[config.mk]
export PLATFORM = sky130hd
export DESIGN_NAME = pwm_decoder_flat
export DESIGN_NICKNAME = d
export VERILOG_FILES = /design/src/rtl/pwm_decoder_if.sv /design/src/rtl/pwm_decoder.sv /design/src/flat_wrapper.sv
export SDC_FILE = /design/constraint.sdc
export NUM_CORES = 1
export LEC_CHECK = 0
export CAP_MARGIN = 20
export CORE_ASPECT_RATIO = 0.5
export CORE_MARGIN = 2
export CORE_UTILIZATION = 39
export DETAILED_ROUTE_END_ITERATION = 6
export HOLD_SLACK_MARGIN = 0.05
export PLACE_DENSITY = 0.7
export RECOVER_POWER = 50
export SLEW_MARGIN = 20
export SYNTH_ARGS = -nofsm -noshare
export SYNTH_HDL_FRONTEND = slang
export SYNTH_SLANG_ARGS = --single-unit
[constraint.sdc]
create_clock -name clk -period 2.4 [get_ports clk]
set_clock_uncertainty 0.15 [all_clocks]
set_input_delay 0.24 -clock clk [delete_from_list [all_inputs] [get_ports clk]]
set_output_delay 0.24 -clock clk [all_outputs]
set_load 0.01 [all_outputs]
[src/rtl/pwm_decoder_if.sv]
// Signal bundle for pwm_decoder: measurement control in, measurement results out.
interface pwm_decoder_if #(
    parameter int unsigned COUNT_NBITS = 8
) ();
    logic                   en;
    logic                   pwm_in;
    logic [COUNT_NBITS-1:0] high_cycles;
    logic [COUNT_NBITS-1:0] period_cycles;
    logic                   valid;
    logic                   timeout;

    modport master (
        output en, pwm_in,
        input  high_cycles, period_cycles, valid, timeout
    );

    modport slave (
        input  en, pwm_in,
        output high_cycles, period_cycles, valid, timeout
    );
endinterface

[src/rtl/pwm_decoder.sv]
// Measures PWM high time and period (rise to rise) in clk cycles; constant inputs report via timeout.
// Optional PWM_DECODER_GLITCH_FILTER_EN adds a 2-cycle stability filter ahead of the edge detector.
module pwm_decoder #(
    parameter int unsigned COUNT_NBITS = 8
) (
    input  logic          clk,
    input  logic          rst,
    pwm_decoder_if.slave  bus
);
    localparam logic [COUNT_NBITS-1:0] CntMax  = '1;
    localparam logic [COUNT_NBITS-1:0] CntZero = '0;
    localparam logic [COUNT_NBITS-1:0] CntOne  = {{(COUNT_NBITS-1){1'b0}}, 1'b1};

    typedef enum logic {StIdle, StMeasure} state_e;

    logic sync1_q, sync2_q, pwm_d_q;
    logic pwm_s, rise;

    state_e                 state_q, state_d;
    logic [COUNT_NBITS-1:0] period_cnt_q, period_cnt_d;
    logic [COUNT_NBITS-1:0] high_cnt_q, high_cnt_d;
    logic [COUNT_NBITS-1:0] idle_cnt_q, idle_cnt_d;
    logic [COUNT_NBITS-1:0] high_cycles_q, high_cycles_d;
    logic [COUNT_NBITS-1:0] period_cycles_q, period_cycles_d;
    logic                   valid_q, valid_d;
    logic                   timeout_q, timeout_d;

`ifdef PWM_DECODER_GLITCH_FILTER_EN
    logic sync3_q;

    // pwm_d_q doubles as the filter state: follow the input only once it has held for two cycles.
    assign pwm_s = (sync2_q == sync3_q) ? sync2_q : pwm_d_q;

    always_ff @(posedge clk) begin
        if (rst) begin
            sync3_q <= 1'b0;
        end else begin
            sync3_q <= sync2_q;
        end
    end
`else
    assign pwm_s = sync2_q;
`endif

    assign rise = pwm_s & ~pwm_d_q;

    always_ff @(posedge clk) begin
        if (rst) begin
            sync1_q <= 1'b0;
            sync2_q <= 1'b0;
            pwm_d_q <= 1'b0;
        end else begin
            sync1_q <= bus.pwm_in;
            sync2_q <= sync1_q;
            pwm_d_q <= pwm_s;
        end
    end

    always_comb begin
        state_d         = state_q;
        period_cnt_d    = period_cnt_q;
        high_cnt_d      = high_cnt_q;
        idle_cnt_d      = idle_cnt_q;
        high_cycles_d   = high_cycles_q;
        period_cycles_d = period_cycles_q;
        timeout_d       = timeout_q;
        valid_d         = 1'b0;

        if (!bus.en) begin
            state_d      = StIdle;
            period_cnt_d = CntZero;
            high_cnt_d   = CntZero;
            idle_cnt_d   = CntZero;
        end else begin
            unique case (state_q)
                StIdle: begin
                    period_cnt_d = CntZero;
                    high_cnt_d   = CntZero;
                    if (rise) begin
                        state_d      = StMeasure;
                        period_cnt_d = CntOne;
                        high_cnt_d   = CntOne;
                        idle_cnt_d   = CntZero;
                    end else if (idle_cnt_q == CntMax) begin
                        period_cycles_d = CntMax;
                        high_cycles_d   = pwm_s ? CntMax : CntZero;
                        timeout_d       = 1'b1;
                        valid_d         = 1'b1;
                        idle_cnt_d      = CntOne;
                    end else begin
                        idle_cnt_d = idle_cnt_q + CntOne;
                    end
                end
                StMeasure: begin
                    if (rise) begin
                        high_cycles_d   = high_cnt_q;
                        period_cycles_d = period_cnt_q;
                        timeout_d       = 1'b0;
                        valid_d         = 1'b1;
                        period_cnt_d    = CntOne;
                        high_cnt_d      = CntOne;
                    end else if (period_cnt_q == CntMax) begin
                        period_cycles_d = CntMax;
                        high_cycles_d   = pwm_s ? CntMax : CntZero;
                        timeout_d       = 1'b1;
                        valid_d         = 1'b1;
                        state_d         = StIdle;
                        period_cnt_d    = CntZero;
                        high_cnt_d      = CntZero;
                        // Keeps the re-report interval at CntMax cycles after this timeout.
                        idle_cnt_d      = CntOne;
                    end else begin
                        period_cnt_d = period_cnt_q + CntOne;
                        if (pwm_s) begin
                            high_cnt_d = high_cnt_q + CntOne;
                        end
                    end
                end
                default: state_d = StIdle;
            endcase
        end
    end

    always_ff @(posedge clk) begin
        if (rst) begin
            state_q         <= StIdle;
            period_cnt_q    <= CntZero;
            high_cnt_q      <= CntZero;
            idle_cnt_q      <= CntZero;
            high_cycles_q   <= CntZero;
            period_cycles_q <= CntZero;
            valid_q         <= 1'b0;
            timeout_q       <= 1'b0;
        end else begin
            state_q         <= state_d;
            period_cnt_q    <= period_cnt_d;
            high_cnt_q      <= high_cnt_d;
            idle_cnt_q      <= idle_cnt_d;
            high_cycles_q   <= high_cycles_d;
            period_cycles_q <= period_cycles_d;
            valid_q         <= valid_d;
            timeout_q       <= timeout_d;
        end
    end

    assign bus.high_cycles   = high_cycles_q;
    assign bus.period_cycles = period_cycles_q;
    assign bus.valid         = valid_q;
    assign bus.timeout       = timeout_q;
endmodule
[src/flat_wrapper.sv]
// flat-port wrapper written by rule: the top's interface ports become plain ports
module pwm_decoder_flat 
#(
    parameter int unsigned COUNT_NBITS = 8
)
  (clk, rst, bus_en, bus_pwm_in, bus_high_cycles, bus_period_cycles, bus_valid, bus_timeout);
  pwm_decoder_if #(.COUNT_NBITS(COUNT_NBITS)) bus_i ();
  input  logic clk;
  input  logic rst;
  input wire logic [$bits(bus_i.en)-1:0] bus_en;
  input wire logic [$bits(bus_i.pwm_in)-1:0] bus_pwm_in;
  output wire logic [$bits(bus_i.high_cycles)-1:0] bus_high_cycles;
  output wire logic [$bits(bus_i.period_cycles)-1:0] bus_period_cycles;
  output wire logic [$bits(bus_i.valid)-1:0] bus_valid;
  output wire logic [$bits(bus_i.timeout)-1:0] bus_timeout;
  assign bus_i.en = bus_en;
  assign bus_i.pwm_in = bus_pwm_in;
  assign bus_high_cycles = bus_i.high_cycles;
  assign bus_period_cycles = bus_i.period_cycles;
  assign bus_valid = bus_i.valid;
  assign bus_timeout = bus_i.timeout;
  pwm_decoder #(.COUNT_NBITS(COUNT_NBITS)) u_core (.clk(clk), .rst(rst), .bus(bus_i));
endmodule
Word-level counts from Yosys, hierarchy flattened
Index checks and enable logic that the tools add are counted.
- register bits after elaboration: 46
- latch bits: 0
- bits in writable memories: 0
- ROM bits: 0
- input port bits: 4
- output and inout port bits: 18
- word-level logic and storage cells: 67
- memories: 0
- $add $sub $neg: 3
- multipliers: 0
- div/mod/pow operators: 0
- magnitude comparators: 0
- eq/ne operators: 8
- shifts and indexed selects: 0
- multiplexer cells: 38
- bitwise logic cells: 4
- reduce and logical (&&, ||, !) cells: 3
- operators by type and width (cell ; number):
    $mux 8 ; 18
    $pmux 8 s2 ; 5
    $add 8x1->8 const B ; 3
    $eq 8x8->1 const B ; 2
    $mux 1 ; 12
    $ne 2x2->1 const B ; 3
    $pmux 1 s2 ; 3
    $ne 4x2->1 const B ; 1
    $reduce_and 4->1 ; 1
    $ne 3x2->1 const B ; 1
    $not 1->1 ; 3
    $ne 2x1->1 const B ; 1
    $reduce_and 2->1 ; 1
    $reduce_or 2->1 ; 1
    $and 1x1->1 ; 1

Logic depth before layout (Yosys ltp)
Gate-level depths: netlist of run 1.
- depth after elaboration: 5
- gate-level depth with buffers: 7
- mapped depth without buffers: 5

Worst setup path after synthesis of run 1
No wires, ideal clock.
- path type: reg-to-reg
- from: register u_core.period_cnt_q[0]
- to: register u_core.period_cycles_q[4], in the netlist u_core.bus.period_cycles[4]
- setup time: 0.119 ns
- arrival: 1.493 ns
- data required time: 2.131 ns
- path slack: 0.638 ns
- stages on the path, launching flop included: 8
- buffers on the path: 2
- clock period less this slack: 1.762 ns
- cell sequence: dfxtp_1 ha_1 nand3_1 o211ai_2 and3_1 buf_6 buf_12 o221a_1
- word-level cells in the longest chain between the ends: 3
- RTL lines (element ; RTL line ; source):
    from (decl) ; pwm_decoder.sv:20 ; logic [COUNT_NBITS-1:0] period_cnt_q, period_cnt_d;
    from (signal assigned) ; pwm_decoder.sv:127 ; period_cnt_q <= CntZero;
    from (signal assigned) ; pwm_decoder.sv:136 ; period_cnt_q <= period_cnt_d;
    $eq 8x8->1 ; pwm_decoder.sv:102 ; end else if (period_cnt_q == CntMax) begin
    $ne 3x2->1 (no line) ; - ;
    $reduce_and 4->1 (no line) ; - ;
    to (signal assigned) ; pwm_decoder.sv:131 ; period_cycles_q <= CntZero;
    to (signal assigned) ; pwm_decoder.sv:140 ; period_cycles_q <= period_cycles_d;
    to (decl) ; pwm_decoder.sv:24 ; logic [COUNT_NBITS-1:0] period_cycles_q, period_cycles_d;
Every way passes these cells.
A chain may end at the register's enable or synchronous reset.

Worst setup path after layout of run 1
- from: register u_core.idle_cnt_q[0]
- to: register u_core.period_cycles_q[0], in the netlist u_core.bus.period_cycles[0]
- word-level cells in the longest chain between the ends: 3
- RTL lines (element ; RTL line ; source):
    from (decl) ; pwm_decoder.sv:22 ; logic [COUNT_NBITS-1:0] idle_cnt_q, idle_cnt_d;
    from (signal assigned) ; pwm_decoder.sv:129 ; idle_cnt_q <= CntZero;
    from (signal assigned) ; pwm_decoder.sv:138 ; idle_cnt_q <= idle_cnt_d;
    $eq 8x8->1 ; pwm_decoder.sv:84 ; end else if (idle_cnt_q == CntMax) begin
    $ne 2x1->1 (no line) ; - ;
    $reduce_and 4->1 (no line) ; - ;
Every way passes these cells.

==> results.tsv, run 1 <==
metric	value	unit
row count	18	
min Tclk post-route	2.04	ns
Placer Congestion	0.855	
Clk pin slew, worst setup/hold paths	0.09	ns
Area Growth Syn to Fin	17.8	%
Worst EP required	2.51	ns
Syn Nets	226	
final WL	4260	um
final worst slack	0.356	ns
final setup fails	0	
worst slew pin tran	0.695	ns
DR vias	1708	
run status	completed	
# resized after CTS	0	
max-slew violations	0	
Gate Count Post-Synth	219	
Clock power frac	0.411	
CORE AREA	5000	um2
Avg WL per Cell	13.6	um
DIE AREA	5890	um2
Static Leak	0.000932	uW
hold buffer count at cts	0	
hold wc startpoint	u_core.sync1_q$_SDFF_PP0_	
R2R depth	6	
CP max FO	17	
Final HPWL DP	3090	um
critical path startpoint category	register	
dpl ws	0.430	ns
CTS sink count	46	
Distinct cells, synth	52	
Clock Tree Buf Depth	2	
r2r startpoint	u_core.idle_cnt_q[0]$_SDFFE_PP0P_	
remaining antenna violation count	0	
vias in the first global route	1590	
fin crit share	0.852	
synth warn	0	
total track usage	0.157	
Fin. Hold Viols	0	
RSZ-0062 raised after global routing	false	
WP data arrival	2.15	ns
CTS root buf	clkbuf_8	
number of synthesized flops with an enable pin	0	
Seq pwr share	0.548	
largest net degree at the start of global routing	18	
Starting Density	0.410	
setup TNS	0	ns
r2r endpoint	u_core.bus.period_cycles[0]$_SDFFE_PP0P_	
first-pass iteration count of the detailed router	4	
Crit. End Element	register	
Horiz. Die Dim	107	um
post-synthesis register bit count	46	
worst rel slew slack	0.534	
register area share after synthesis	0.449	
WHS Path Cells	1	
die height	55.3	um
first-pass GRT wire length	7450	um
Synth async-reset ratio	0	
average size of a mapped cell	9.36	um2
switching share of power	0.220	
Yosys top cell by area	dfxtp_1	
drt first-iter violations	62	
peak supply drop	0.235	mV
I/O Pins	22	
Power Internal	1110	uW
HP Class	register to register	
R2R Setup Slk	0.36	ns
most used flip-flop cell after synthesis	dfxtp_1	
# nets final	249	
initial antenna violation count	0	
clock latency on the worst-skew pair	0.31	ns
PD cells	588	nW/um2
CTS tree	done	
Setup Crit Path Kind	register to register	
Worst Hold End	u_core.pwm_s$_SDFF_PP0_	
net switching power	312	uW
cells taking the most area after synthesis	dfxtp_1 (45%), nor2_1 (4.6%), o221a_2 (3.8%)	
logic gate share of total power	0.041	
total gr overflow	0	
top cell type's share of synthesized area	0.449	
postcts setup bufs	0	
drt via density	5.46	
H-tree depth	2	
share of layout cells above drive strength 1	0.132	
Diodes inserted	0	
Max-Cap Viols	0	
Achievable Freq	489	MHz
synthesized cell area	2050	um2
DRC	0	
cts bufs inserted	5	
# port buffers	21	
==> cell type report <==
class                           instances  area, um2
Fill cell                             484       2580
Multi-Input combinational cell        149        993
Sequential cell                        46        921
Timing Repair Buffer                   27        251
Tap cell                               70       87.6
Clock buffer                            5       68.8
Inverter                               13       48.8
Clock inverter                          3       43.8
==> synthesized netlist by cell type (2+ instances only) <==
| cell type | instances |
|---|---|
| mux2i_1 | 3 |
| a31oi_1 | 3 |
| nor3_1 | 4 |
| a311oi_1 | 2 |
| nand2b_1 | 2 |
| a21oi_1 | 5 |
| or3b_2 | 2 |
| dfxtp_1 | 46 |
| nor2_1 | 25 |
| nand2_1 | 7 |
| xnor2_1 | 6 |
| and3_1 | 5 |
| nand3b_1 | 2 |
| o32ai_1 | 8 |
| inv_1 | 12 |
| a21o_1 | 2 |
| ha_1 | 3 |
| xor2_1 | 3 |
| o21ai_0 | 6 |
| o221a_2 | 7 |
| and3_2 | 2 |
| nand4_1 | 5 |
| a22oi_1 | 2 |
| nor2b_1 | 5 |
| o2111ai_1 | 2 |
| buf_2 | 3 |
| nand3_1 | 15 |
| a211o_1 | 2 |
| or3_2 | 3 |
| clkbuf_1 | 5 |
==> metrics by stage <==
step | power, uW | utilization | cells | cell area [um2] | hold WS [ns]
after floorplan | 833 | - | 219 | 2050 | 0.162
after global placement | 856 | 0.464 | 305 | 2320 | 0.275
after detailed placement | 858 | 0.464 | 305 | 2320 | 0.279
after CTS | 1430 | 0.486 | 313 | 2430 | 0.299
after global routing | 1470 | 0.483 | 313 | 2410 | 0.318
final | 1420 | 0.483 | 313 | 2410 | 0.301
==> flip-flops by register name, indices dropped and copies added (netlist names) <==
name	cells
u_core.bus.timeout	1
u_core.bus.high_cycles	8
u_core.sync1_q	1
u_core.pwm_s	1
u_core.bus.valid	1
u_core.period_cnt_q	8
u_core.pwm_d_q	1
u_core.bus.period_cycles	8
u_core.idle_cnt_q	8
u_core.high_cnt_q	8
u_core.state_q	1
==> worst max path at each step <==
stage	from	end	slack, ns	depth (start not counted)
2_1_floorplan	u_core.period_cnt_q[0]$_SDFF_PP0_	u_core.bus.period_cycles[4]$_SDFFE_PP0P_	0.64	7
3_3_place_gp	u_core.pwm_s$_SDFF_PP0_	u_core.bus.period_cycles[6]$_SDFFE_PP0P_	0.48	5
3_5_place_dp	u_core.pwm_s$_SDFF_PP0_	u_core.bus.period_cycles[0]$_SDFFE_PP0P_	0.43	5
4_1_cts	u_core.pwm_s$_SDFF_PP0_	u_core.bus.period_cycles[0]$_SDFFE_PP0P_	0.43	5
5_1_grt	u_core.idle_cnt_q[0]$_SDFFE_PP0P_	u_core.bus.high_cycles[5]$_SDFFE_PP0P_	0.15	5
6_report	u_core.idle_cnt_q[0]$_SDFFE_PP0P_	u_core.bus.period_cycles[0]$_SDFFE_PP0P_	0.36	6
==> kinds of logic (layout without fill, tap and decap cells) <==
group,count (synthesis),in the layout,share of synthesized area
DFF,46,46,0.449
AOI/OAI and AO/OA,50,50,0.201
buffers and inverters,24,48,0.0592
xor gates and xnor gates,9,9,0.0385
muxes,3,3,0.0147
adders and majority gates,3,3,0.0183
and+or+nand+nor,84,84,0.219
==> metal layers <==
metal  vias to the layer above  GRT usage  part of all wire
met5                         -          0                 0
met4                         0     0.0668             0.014
met3                         6     0.0366             0.050
met2                        41      0.245              0.45
met1                       813      0.211              0.49
li1                        848          -                 -
==> power by group through the flow <==
| stage | Combinational (uW) | Sequential, uW | Clock, uW |
|---|---|---|---|
| floorplan | 38.6 | 794 | 0 |
| global placement | 59.5 | 796 | 0 |
| detailed placement | 60.7 | 797 | 0 |
| CTS | 60.8 | 779 | 595 |
| global route | 63.7 | 781 | 626 |
| finish | 58.0 | 779 | 584 |
==> critical path, stage by stage (launching register included) <==
cell and delay (ns):
dfxtp_1 0.41, ha_1 0.22, nand3_1 0.11, o31ai_1 0.45, and3_1 0.23, buf_4 0.22
o221a_2 0.21
==> layout by cell type (no fill, tap or decap), types with 6 or more instances in the layout <==
cell / count
dfxtp_1: 46
dlygate4sd3_1: 19
inv_1: 12
nand2_1: 7
nand3_1: 15
nor2_1: 25
o21ai_0: 6
o221a_2: 7
o32ai_1: 8
xnor2_1: 6
(Power assumes the default switching activity.)
==> inputs of run 2 (changes only) <==
--- a/config.mk
+++ b/config.mk
@@ -11,7 +11,7 @@
 export CORE_UTILIZATION = 39
 export DETAILED_ROUTE_END_ITERATION = 6
 export HOLD_SLACK_MARGIN = 0.05
-export PLACE_DENSITY = 0.7
+export PLACE_DENSITY_LB_ADDON = 0.12
 export RECOVER_POWER = 50
 export SLEW_MARGIN = 20
 export SYNTH_ARGS = -nofsm -noshare
==> run 2 against run 1 <==
Effect of this change:
- maximum frequency fell by 3.8%
- sequential share of layout area up 0.20 points
- critical path type unchanged
- largest power group unchanged
- global-route usage decreased by 0.060 points
- non-clock buffer count is the same
- hold slack hardly changed
- combinational power increased by 3%
- total power decreased by 6.7%
- count of clock-buffer cells in the layout is 1 higher
- register-to-register slack got worse by 0.08 ns
==> results.tsv, run 2 (synthesized netlist as in run 1, its figures left out) <==
metric	value	unit
CTS tree	done	
peak supply drop	0.330	mV
fin crit share	0.885	
vias in the first global route	1473	
Placer Congestion	0.810	
slowest CP cell	o21ai_1	
Critical Path Stages	5	
cts bufs inserted	5	
Placed Instances	305	
critical path startpoint category	register	
total track usage	0.157	
total gr overflow	0	
# nets final	249	
CP cell instances	ha_1 > nand3_1 > o21ai_1 > o21ai_0 > mux2i_1	
RSZ-0062 raised after global routing	false	
Max-Cap Viols	0	
dpl ws	0.426	ns
Horiz. Die Dim	107	um
# port buffers	21	
die height	55.3	um
Final HPWL DP	3190	um
Final Non-Filler Cells	313	
Clk pin slew, worst setup/hold paths	0.08	ns
Fin. Hold Viols	0	
CORE AREA	5000	um2
first-pass iteration count of the detailed router	4	
Avg WL per Cell	14.2	um
setup TNS	0	ns
largest net degree at the start of global routing	18	
dominant delay contributor by cell family on the critical path	compound AO/OA/AOI/OAI gates	
most common cell after layout, fill and taps aside	dfxtp_1	
drt first-iter violations	81	
min Tclk post-route	2.12	ns
CTS sink count	46	
Crit. End Element	register	
HP Class	register to register	
PD cells	552	nW/um2
worst path bufs/invs	0	
worst rel slew slack	0.477	
initial antenna violation count	0	
final worst slack	0.276	ns
share of layout cells above drive strength 1	0.136	
DIE AREA	5890	um2
clock latency on the worst-skew pair	0.29	ns
Achievable Freq	471	MHz
hold buffer count at cts	0	
H-tree depth	2	
# resized after CTS	0	
Area Growth Syn to Fin	17.2	%
first-pass GRT wire length	7450	um
CTS root buf	clkbuf_8	
largest stage delay on the critical path	0.64	ns
Clock Tree Buf Depth	2	
R2R Setup Slk	0.28	ns
R2R depth	5	
I/O Pins	22	
Worst Hold End	u_core.pwm_s$_SDFF_PP0_	
postcts setup bufs	0	
WP data arrival	2.15	ns
Setup Crit Path Kind	register to register	
drt via density	5.36	
DR vias	1679	
remaining antenna violation count	0	
Filler cells	519	
final WL	4430	um
r2r startpoint	u_core.period_cnt_q[0]$_SDFF_PP0_	
hold wc startpoint	u_core.sync1_q$_SDFF_PP0_	
Starting Density	0.410	
max-slew violations	0	
most frequent cells in the layout	dfxtp_1 (46), nor2_1 (25), dlygate4sd3_1 (19)	
run status	completed	
final setup fails	0	
Diodes inserted	0	
row count	18	
worst slew pin tran	0.780	ns
Static Leak	0.000923	uW
WHS Path Cells	1	
DRC	0	
CP max FO	10	
Worst EP required	2.43	ns
r2r endpoint	u_core.high_cnt_q[7]$_SDFFE_PP0P_	
-- run 2: report_power, final --
group / switching [uW] / leakage [uW] / internal [uW]
Combinational: 33.7 / 0.000504 / 25.9
Sequential: 8.22 / 0.000372 / 770
Clock: 256 / 0.0000472 / 232
-- run 2: worst max path at each step --
stage,from,to
after floorplan,u_core.period_cnt_q[0]$_SDFF_PP0_,u_core.bus.period_cycles[4]$_SDFFE_PP0P_
after detailed placement,u_core.pwm_s$_SDFF_PP0_,u_core.bus.period_cycles[5]$_SDFFE_PP0P_
after global routing,u_core.period_cnt_q[1]$_SDFF_PP0_,u_core.high_cnt_q[7]$_SDFFE_PP0P_
after CTS,u_core.pwm_s$_SDFF_PP0_,u_core.bus.period_cycles[5]$_SDFFE_PP0P_
final,u_core.period_cnt_q[0]$_SDFF_PP0_,u_core.high_cnt_q[7]$_SDFFE_PP0P_
after global placement,u_core.pwm_s$_SDFF_PP0_,u_core.bus.period_cycles[6]$_SDFFE_PP0P_
-- run 2: routing by layer --
layer	wire (um)	vias to the layer above	track usage
li1	-	849	-
met1	2410	792	0.242
met2	1780	33	0.212
met3	226	5	0.0472
met4	26	0	0.0353
met5	0	-	0
-- run 2: area by class of cell --
| type | count | area, um2 | area share |
|---|---|---|---|
| Multi-Input combinational cell | 149 | 998 | 0.416 |
| Sequential cell | 46 | 921 | 0.383 |
| Timing Repair Buffer | 27 | 251 | 0.105 |
| Tap cell | 70 | 87.6 | 0.0365 |
| Clock buffer | 6 | 82.6 | 0.0344 |
| Inverter | 13 | 48.8 | 0.0203 |
| Clock inverter | 2 | 12.5 | 0.00521 |
-- run 2: metrics by stage --
stage          hold WS, ns  total power, uW  area (um2)   util
2_1_floorplan        0.162              833        2050      -
3_3_place_gp         0.282              858        2320  0.464
3_5_place_dp         0.283              859        2320  0.464
4_1_cts              0.309             1350        2410  0.483
5_1_grt              0.316             1380        2400  0.480
6_report             0.301             1330        2400  0.480
==> RTL edit, RTL diff (flow settings as in run 2) <==
Add a define of `PWM_DECODER_GLITCH_FILTER_EN`.
--- a/src/rtl/pwm_decoder.sv
+++ b/src/rtl/pwm_decoder.sv
@@ -1,4 +1,6 @@
 // Measures PWM high time and period (rise to rise) in clk cycles; constant inputs report via timeout.
 // Optional PWM_DECODER_GLITCH_FILTER_EN adds a 2-cycle stability filter ahead of the edge detector.
+`define PWM_DECODER_GLITCH_FILTER_EN
+
 module pwm_decoder #(
     parameter int unsigned COUNT_NBITS = 8
Function: changed (a bounded check fails within 10 cycles, from zero or initial values and one cycle with rst high).
==> RTL edit against run 2 <==
- largest power group unchanged
- sequential cell count increased by 1
- utilization is 1.5 points higher
- setup slack got worse by 0.10 ns
- via count is 7.7% higher
- synthesized area is 2.9% higher
- largest cell class unchanged
- non-clock buffer count grew 6
- power rose by 7.7%
- routed wire length grew 8.2%
- cell area increased by 4.6%
==> RTL edit: results (changes against run 2) <==
stage,metric,value,unit,change
status,status,completed,,
drt,DR vias/cell,5.51,,+2.8%
grt,first-pass GRT wire length,8110,µm,+8.9%
clocking,H-tree Lvls,2,,unchanged
synthesis,Synth Area in Compound Gates,0.232,,+0.0306
layout,fill count,509,,-1.9%
synthesis,xor/xnor cell area share of the yosys netlist,0.0291,,-0.00938
clocking,clk root buf,clkbuf_8,,
layout,layout cell share with drive strength beyond 1,0.120,,-0.0156
setup_path,"slowest stage delay, CP",0.60,ns,-0.04 ns
synthesis,Async SR Flop Fraction,0,,unchanged
synthesis,post-synthesis sequential area ratio,0.446,,-0.00304
setup_path,crit path DAT,2.32,ns,+0.17 ns
drt,routed vias,1808,,+7.7%
timing,Least-Margin Pin Slew,0.674,ns,-0.106 ns
synthesis,mux cell area share after synthesis,0.00475,,-0.00990
synthesis,Mapped Cells,232,,+5.9%
synthesis,Synth Area in Adders,0.0178,,-0.000511
setup_path,Crit Path Max Fanout,17,,+7
power_and_ir_drop,peak supply drop,0.000269,V,-19%
placement,placer congestion estimate,0.761,,-6.1%
synthesis,Synth Warn #,0,,unchanged
drt,Iteration-0 DRC Markers,59,,-27%
placement,Place WS,0.219,ns,-0.207 ns
synthesis,"top cells by count, synth","dfxtp_1 (47), a21oi_1 (19), nand2_1 (14), nor2_1 (14), nand3_1 (13)",,
grt,total track usage,0.172,,+0.0146
clocking,clock-pin slew on the worst setup and hold paths,0.09,ns,
clocking,Clock Latency Late Sink,0.30,ns,
placement,# placed instances,320,,+4.9%
synthesis,Mapped Nets,239,,+5.8%
hold_path,worst hold-check path type,flop to flop,,
setup_path,Critical-path top delay cell,and3_1,,
grt,vias in the first global route,1608,,+9.2%
synthesis,Synth area leaders,"dfxtp_1 (45%), a21oi_1 (4.5%), o221a_2 (4.3%)",,
layout,nets,264,,+6.0%
clocking,post-CTS sizing,0,,unchanged
placement,DPL Wire Length,3420,µm,+7.2%
drt,Routed wire per std cell,14.6,µm,+3.3%
power_and_ir_drop,Leak,0.904,nW,-2.1%
synthesis,Netlist cell types,48,,-7.7%
clocking,TritonCTS Buffers,5,,unchanged
-- RTL edit: cell count changes in the layout (fill, tap and decap cells not counted), moves of 8 or more --
cell	run 2	this run
o32ai_1	8	0
a21oi_1	5	19
inv_1	12	2
nor2_1	25	14
a211oi_1	2	10
a31oi_1	3	12
-- RTL edit: worst paths after layout --
kind	slack (ns)	cells after the start	from	endpoint
setup / recovery	0.17	5	u_core.idle_cnt_q[0]	u_core.bus.period_cycles[5]
hold / removal	0.30	1	u_core.sync1_q	u_core.sync2_q
setup reg to reg	0.17	5	u_core.idle_cnt_q[0]	u_core.bus.period_cycles[5]
hold reg to reg	0.30	1	u_core.sync1_q	u_core.sync2_q
-- RTL edit: per-stage QoR --
step,hold slack (ns),instance area [µm²]
6_report,0.302,2510
5_1_grt,0.322,2510
4_1_cts,0.305,2530
3_5_place_dp,0.296,2410
3_3_place_gp,0.271,2410
2_1_floorplan,0.162,2110
-- RTL edit: worst max-delay path: cells and delay by family (launching register included) --
| kind | cells | cell delay [ns] |
|---|---|---|
| compound gates | 2 | 0.51 |
| fa+ha+maj | 1 | 0.23 |
| flops | 1 | 0.39 |
| simple gates | 2 | 0.89 |
-- RTL edit: cell type report --
class	count	area, µm²	share of cell area
Multi-Input combinational cell	167	1070	0.426
Tap cell	70	87.6	0.0349
Sequential cell	47	941	0.375
Clock inverter	2	35.0	0.0139
Timing Repair Buffer	33	285	0.114
Inverter	3	11.3	0.00448
Clock buffer	6	82.6	0.0329
-- RTL edit: cells by family (layout without fill, tap and decap cells) --
logic type      Yosys count  in the layout
simple gates             86             86
compound gates           70             70
flops                    47             47
buf+inv                  18             44
xor+xnor                  7              7
fa+ha+maj                 3              3
mux                       1              1
-- RTL edit: per-layer routing --
layer  vias up  GRT usage  wire (µm)
met5         -          0          0
met4         0     0.0440         41
met3         7     0.0410        178
met2        27      0.238       1950
met1       858      0.263       2630
li1        916          -          -
-- RTL edit: power by group --
group	switching, mW	leakage [nW]	internal, mW
clock network	0.266	0.0612	0.337
logic	0.0213	0.463	0.0168
registers	0.00405	0.379	0.783
